$ cat src/rtl/cpu_run_sequencer_if.sv
// -----------------------------------------------------------------------------
// cpu_run_sequencer_if
//   Host command handshake for the CPU run sequencer.
//   cmd_valid  host -> sequencer  command offered
//   cmd_ready  sequencer -> host  sequencer can take a command this cycle
//   cmd_op     host -> sequencer  00 LOAD, 01 RUN, 10 STEP, 11 PTR_CLR
//   cmd_data   host -> sequencer  instruction word carried by LOAD
// -----------------------------------------------------------------------------
`timescale 1ns/1ps

interface cpu_run_sequencer_if #(
  parameter int INSTR_W = 2
) ();
  logic               cmd_valid;
  logic               cmd_ready;
  logic [1:0]         cmd_op;
  logic [INSTR_W-1:0] cmd_data;

  modport master (output cmd_valid, cmd_op, cmd_data, input cmd_ready);
  modport slave  (input cmd_valid, cmd_op, cmd_data, output cmd_ready);
endinterface

$ cat src/rtl/cpu_run_sequencer.sv
// -----------------------------------------------------------------------------
// cpu_run_sequencer
//   Run controller for the 2-bit accumulator CPU core. Loads the core's
//   instruction memory from host LOAD commands, then sequences execution by
//   driving the core's reset and clock-enable: a full program pass (RUN) or a
//   single instruction (STEP). The core accumulator is captured into
//   result_data when execution stops.
//
// Ports
//   clk, reset     clock (rising edge), synchronous active-high reset
//   cmd            host command handshake (slave side)
//   halt           abort request, honoured only while in RUN
//   imem_we/addr/wdata   instruction memory write port towards the core
//   cpu_reset      core reset (clears pc and register_A at the edge)
//   cpu_en         core clock-enable
//   cpu_data       core output_data (accumulator)
//   result_data    captured accumulator, result_valid pulses on update
//   busy           controller not idle
//   cycle_count    enabled core cycles since the last CLEAR (saturating)
// -----------------------------------------------------------------------------
`timescale 1ns/1ps

module cpu_run_sequencer #(
  parameter int IMEM_DEPTH = 4,
  parameter int PC_W       = 2,
  parameter int INSTR_W    = 2,
  parameter int CNT_W      = 8
) (
  input  logic                 clk,
  input  logic                 reset,
  cpu_run_sequencer_if.slave   cmd,
  input  logic                 halt,
  output logic                 imem_we,
  output logic [PC_W-1:0]      imem_addr,
  output logic [INSTR_W-1:0]   imem_wdata,
  output logic                 cpu_reset,
  output logic                 cpu_en,
  input  logic [1:0]           cpu_data,
  output logic [1:0]           result_data,
  output logic                 result_valid,
  output logic                 busy,
  output logic [CNT_W-1:0]     cycle_count
);

  typedef enum logic [2:0] {
    S_IDLE,
    S_CLEAR,
    S_RUN,
    S_STEP,
    S_CAPTURE
  } state_t;

  typedef enum logic [1:0] {
    OP_LOAD    = 2'b00,
    OP_RUN     = 2'b01,
    OP_STEP    = 2'b10,
    OP_PTR_CLR = 2'b11
  } op_t;

  localparam logic [PC_W-1:0] LAST_IDX = PC_W'(IMEM_DEPTH - 1);

  state_t          state;
  state_t          next_state;
  op_t             op;
  logic            accept;
  logic            run_last;
  logic [PC_W-1:0] load_ptr;
  logic [PC_W-1:0] run_cnt;

  // Handshake and status decode straight from state, so a new command can be
  // taken in the very cycle result_valid is high.
  assign cmd.cmd_ready = (state == S_IDLE);
  assign busy          = (state != S_IDLE);

  assign accept   = cmd.cmd_valid && cmd.cmd_ready;
  assign op       = op_t'(cmd.cmd_op);
  assign run_last = (run_cnt == LAST_IDX);

  // NOTE: sequential state uses non-blocking assignments so every register
  // samples the pre-edge values of the others, independent of block order.
  always_ff @(posedge clk) begin
    if (reset) begin
      state <= S_IDLE;
    end else begin
      state <= next_state;
    end
  end

  // NOTE: next_state is defaulted before the case so no path leaves it
  // unassigned, which would otherwise infer a latch.
  always_comb begin
    next_state = state;
    case (state)
      S_IDLE: begin
        if (accept) begin
          case (op)
            OP_RUN:  next_state = S_CLEAR;
            OP_STEP: next_state = S_STEP;
            default: next_state = S_IDLE;
          endcase
        end
      end
      S_CLEAR:   next_state = S_RUN;
      // A halt on the final RUN cycle lands in CAPTURE exactly like completion.
      S_RUN:     if (halt || run_last) next_state = S_CAPTURE;
      S_STEP:    next_state = S_CAPTURE;
      S_CAPTURE: next_state = S_IDLE;
      default:   next_state = S_IDLE;
    endcase
  end

  // Registered outputs are computed from next_state so they are valid for the
  // whole cycle spent in the state they belong to.
  always_ff @(posedge clk) begin
    if (reset) begin
      imem_we      <= 1'b0;
      imem_addr    <= '0;
      imem_wdata   <= '0;
      load_ptr     <= '0;
      cpu_reset    <= 1'b1;
      cpu_en       <= 1'b0;
      run_cnt      <= '0;
      cycle_count  <= '0;
      result_data  <= '0;
      result_valid <= 1'b0;
    end else begin
      imem_we <= 1'b0;
      if (accept && (op == OP_LOAD)) begin
        imem_we    <= 1'b1;
        imem_addr  <= load_ptr;
        imem_wdata <= cmd.cmd_data;
        load_ptr   <= (load_ptr == LAST_IDX) ? '0 : load_ptr + 1'b1;
      end else if (accept && (op == OP_PTR_CLR)) begin
        load_ptr <= '0;
      end

      cpu_reset <= (next_state == S_CLEAR);
      cpu_en    <= (next_state == S_RUN) || (next_state == S_STEP);

      // run_cnt indexes the current RUN cycle; it is zero on entry.
      if (state == S_RUN) begin
        run_cnt <= run_cnt + 1'b1;
      end else begin
        run_cnt <= '0;
      end

      // STEPs accumulate; only the CLEAR of a RUN restarts the count.
      if (next_state == S_CLEAR) begin
        cycle_count <= '0;
      end else if (cpu_en && (cycle_count != '1)) begin
        cycle_count <= cycle_count + 1'b1;
      end

      result_valid <= (state == S_CAPTURE);
      if (state == S_CAPTURE) begin
        result_data <= cpu_data;
      end
    end
  end

endmodule

$ cat src/flat_wrapper.sv
// flat-port wrapper written by rule: the top's interface ports become plain ports
module cpu_run_sequencer_flat 
#(
  parameter int IMEM_DEPTH = 4,
  parameter int PC_W       = 2,
  parameter int INSTR_W    = 2,
  parameter int CNT_W      = 8
)
  (clk, reset, halt, imem_we, imem_addr, imem_wdata, cpu_reset, cpu_en, cpu_data, result_data, result_valid, busy, cycle_count, cmd_cmd_valid, cmd_cmd_op, cmd_cmd_data, cmd_cmd_ready);
  cpu_run_sequencer_if #(.INSTR_W(INSTR_W)) cmd_i ();
  input  logic clk;
  input  logic reset;
  input  logic halt;
  output logic imem_we;
  output logic [PC_W-1:0] imem_addr;
  output logic [INSTR_W-1:0] imem_wdata;
  output logic cpu_reset;
  output logic cpu_en;
  input  logic [1:0] cpu_data;
  output logic [1:0] result_data;
  output logic result_valid;
  output logic busy;
  output logic [CNT_W-1:0] cycle_count;
  input wire logic [$bits(cmd_i.cmd_valid)-1:0] cmd_cmd_valid;
  input wire logic [$bits(cmd_i.cmd_op)-1:0] cmd_cmd_op;
  input wire logic [$bits(cmd_i.cmd_data)-1:0] cmd_cmd_data;
  output wire logic [$bits(cmd_i.cmd_ready)-1:0] cmd_cmd_ready;
  assign cmd_i.cmd_valid = cmd_cmd_valid;
  assign cmd_i.cmd_op = cmd_cmd_op;
  assign cmd_i.cmd_data = cmd_cmd_data;
  assign cmd_cmd_ready = cmd_i.cmd_ready;
  cpu_run_sequencer #(.IMEM_DEPTH(IMEM_DEPTH), .PC_W(PC_W), .INSTR_W(INSTR_W), .CNT_W(CNT_W)) u_core (.clk(clk), .reset(reset), .cmd(cmd_i), .halt(halt), .imem_we(imem_we), .imem_addr(imem_addr), .imem_wdata(imem_wdata), .cpu_reset(cpu_reset), .cpu_en(cpu_en), .cpu_data(cpu_data), .result_data(result_data), .result_valid(result_valid), .busy(busy), .cycle_count(cycle_count));
endmodule
$ cat config.mk
export PLATFORM = sky130hd
export DESIGN_NAME = cpu_run_sequencer_flat
export DESIGN_NICKNAME = d
export VERILOG_FILES = /design/src/rtl/cpu_run_sequencer_if.sv /design/src/rtl/cpu_run_sequencer.sv /design/src/flat_wrapper.sv
export SDC_FILE = /design/constraint.sdc
export NUM_CORES = 1
export LEC_CHECK = 0
export BUFFER_PORTS_ARGS = -buffer_cell sky130_fd_sc_hd__buf_2
export CAP_MARGIN = 20
export CELL_PAD_IN_SITES_DETAIL_PLACEMENT = 0
export CELL_PAD_IN_SITES_GLOBAL_PLACEMENT = 2
export CORE_ASPECT_RATIO = 1.4
export CORE_MARGIN = 2
export CORE_UTILIZATION = 31
export CTS_CLUSTER_DIAMETER = 50
export DETAILED_ROUTE_END_ITERATION = 8
export PLACE_DENSITY_LB_ADDON = 0.1
export SLEW_MARGIN = 20
export SYNTH_ARGS = -nofsm -noshare
export SYNTH_HDL_FRONTEND = slang
export SYNTH_SLANG_ARGS = --single-unit
$ cat constraint.sdc
create_clock -name clk -period 2.3 [get_ports clk]
set_input_delay 0.46 -clock clk [delete_from_list [all_inputs] [get_ports clk]]
set_output_delay 0.46 -clock clk [all_outputs]
set_load 0.01 [all_outputs]
==> flow_summary.ini <==
[global_route]
track_usage = 0.127
grt_first_pass_wirelength_um = 4340
grt_pass1_vias = 934
antenna_found_initial = 0
grt-ovfl-total = 0
grt_max_degree = 18

[sta]
rsz0062_at_grt = false
drv_slew = 0
setup_violations = 0
max_slew_margin = 0.496
tightest_slew_ns = 0.755
fin_crit_ns = 1.71
finalHoldViolCount = 0
fin_crit_sh = 0.742
tns_ns = 0
max_freq_mhz = 586
fin_worst_skew_ns = 0.00174
holdWs_ns = 0.420
layout_setup_ws_ns = 0.593

[flow_run]
cap_viol_max_count = 0

[hold_path]
hold_path_class = input pin to flip-flop
hold_depth = 3
holdCritStartpoint = cpu_data[1]
min_to = u_core.result_data[1]$_SDFFE_PP0P_

[clock_tree]
numCtsBuffers = 3
clock_path_buffers = 2
cts_sinks = 25
cts_tree = yes
clock_latency_ns = 0.27
cts_setup_buffers = 0
clk_pin_slew_ns = 0.09
cts-hold-fix-buffers = 0
cts_root_buf = clkbuf_8
cts_resized = 0
cts-htree-levels = 1

[place]
hpwl_um = 1890
dpl_cell_area_um2 = 1310
globalplace.congestion = 0.737
place_ws_ns = 0.477
port_buffers = 29

[floorplanning]
die_w_um = 55.6
die_y_um = 76.3
start_util = 0.321
core.rowCount = 26
coreArea_um2 = 3610
ios = 30
fp.dieArea_um2 = 4250

[cells_and_area]
stdcell_area_um2 = 1360
drive_gt1_frac = 0.238
post-route-util = 0.376
syn_to_final_growth_pct = 17.3
n_antenna_cell = 0
nets = 164

[logic_synthesis]
yosysSeqAreaShare = 0.432
synth-edff-count = 0
syn_area_um2 = 1160
syn_inst = 121
synth_top_cell_area_share = 0.432
synth_seq_cells = 25
synth_top_area_cell = dfxtp_1
syn_nets = 137
async_flop_share = 0
synthTopCellsByArea = dfxtp_1, ha_1, mux2i_1, a21oi_1, nor3_1
synth_ff_type = dfxtp_1
yosysWarnings = 0
synth.avg_cell_area_um2 = 9.56
yosys.cell_types.count = 36

[worst_setup_path]
start_kind = flip-flop
critical_path_class = flip-flop to flip-flop
cp.arrival_ns = 1.91
reg2reg_to = u_core.load_ptr[0]$_SDFFE_PP0P_
r2r_start = u_core.state[2]$_SDFF_PP0_
r2r_cells = 3
path_max_fanout = 17
end_kind = flip-flop
required_ns = 2.51
rrSetupSlack_ns = 0.59

[pwr]
p_leak_nw = 0.564
pwr_density_cell_nw_per_um2 = 607
peakVddDrop_mv = 0.332

[outcome]
outcome = finished, final reports clean

[route]
drt-pass1-iter-count = 4
first_iter_violations = 13
routed_wl_um = 2590
post_drt_wl_per_cell_um = 13.7
viasPerCell = 5.34
num_vias = 1010
antenna_left = 0
drc_errors = 0
-- Yosys cell counts, types with 2 or more instances --
master	count
dfxtp_1	25
a21oi_1	10
nor3_1	8
nand3_1	7
ha_1	6
mux2i_1	6
nor2_1	6
o21ai_1	6
inv_1	5
clkbuf_1	4
o31ai_1	4
o311ai_0	3
a311oi_1	2
and3_1	2
buf_6	2
nand2_1	2
nand4_1	2
o311ai_1	2
or3_1	2
-- area by class of cell --
class | instances | area [um^2]
Multi-Input combinational cell | 84 | 596
Sequential cell | 25 | 500
Inverter | 5 | 18.8
Fill cell | 390 | 2250
Timing Repair Buffer | 29 | 145
Tap cell | 42 | 52.6
Clock buffer | 4 | 45.0
-- cell usage in the layout, fill, tap and decap left out, types with 2 or more instances in the layout --
cell       n
buf_2     29
dfxtp_1   25
a21oi_1   10
nor3_1     8
nand3_1    7
nor2_1     6
o21ai_1    6
mux2i_1    6
ha_1       6
inv_1      5
o31ai_1    4
o311ai_0   3
clkbuf_8   3
or3_1      2
and3_1     2
nand2_1    2
nand4_1    2
a311oi_1   2
o311ai_1   2
-- cell families (layout without fill, tap and decap cells) --
family,after synthesis,count (layout),synth area share
and+or+nand+nor,39,39,0.198
AOI/OAI and AO/OA,33,33,0.200
DFF,25,25,0.432
buffers and inverters,12,38,0.0530
adders and majority gates,6,6,0.0649
muxes,6,6,0.0519
-- worst max-delay path, cell delays in order (launching register included) --
cell,delay [ns]
dfxtp_1,0.40
or4b_4,0.69
or4_1,0.43
a21oi_1,0.12
-- worst max path at each step --
stage	from	to	depth (start not counted)
CTS	u_core.state[2]$_SDFF_PP0_	cmd_cmd_ready	3
floorplan	u_core.state[2]$_SDFF_PP0_	u_core.cycle_count[0]$_SDFFE_PP0P_	6
detailed placement	cmd_cmd_op[0]	u_core.load_ptr[0]$_SDFFE_PP0P_	6
global placement	cmd_cmd_op[0]	u_core.load_ptr[0]$_SDFFE_PP0P_	6
finish	u_core.state[2]$_SDFF_PP0_	u_core.load_ptr[0]$_SDFFE_PP0P_	3
global route	u_core.state[2]$_SDFF_PP0_	u_core.cycle_count[0]$_SDFFE_PP0P_	3
-- registers in the layout (all words and copies together) (netlist names) --
| signal | count |
|---|---|
| u_core.cycle_count | 8 |
| u_core.state | 3 |
| u_core.imem_addr | 2 |
| u_core.imem_wdata | 2 |
| u_core.load_ptr | 2 |
| u_core.result_data | 2 |
| u_core.run_cnt | 2 |
| u_core.cpu_en | 1 |
| u_core.cpu_reset | 1 |
| u_core.imem_we | 1 |
| u_core.result_valid | 1 |
-- layer usage --
metal | wire length, um | vias to the layer above | track usage | part of all wire
met5 | 0 | - | 0 | 0
met1 | 1170 | 475 | 0.156 | 0.45
met4 | 25 | 0 | 0.0585 | 0.0096
met2 | 1290 | 21 | 0.213 | 0.50
met3 | 99 | 2 | 0.0221 | 0.038
li1 | - | 512 | - | -
-- through the flow --
stage | total power [mW] | cells
finish | 0.824 | 189
global route | 0.870 | 189
CTS | 0.838 | 189
detailed placement | 0.570 | 185
global placement | 0.568 | 185
floorplan | 0.539 | 121
-- report_power, final --
group	switching [mW]	leakage, nW	internal, mW
logic	0.0618	0.338	0.0383
registers	0.0126	0.203	0.445
clock network	0.143	0.0228	0.124
total	0.217	0.564	0.607
Note: power is estimated with default switching activity, not from simulation.
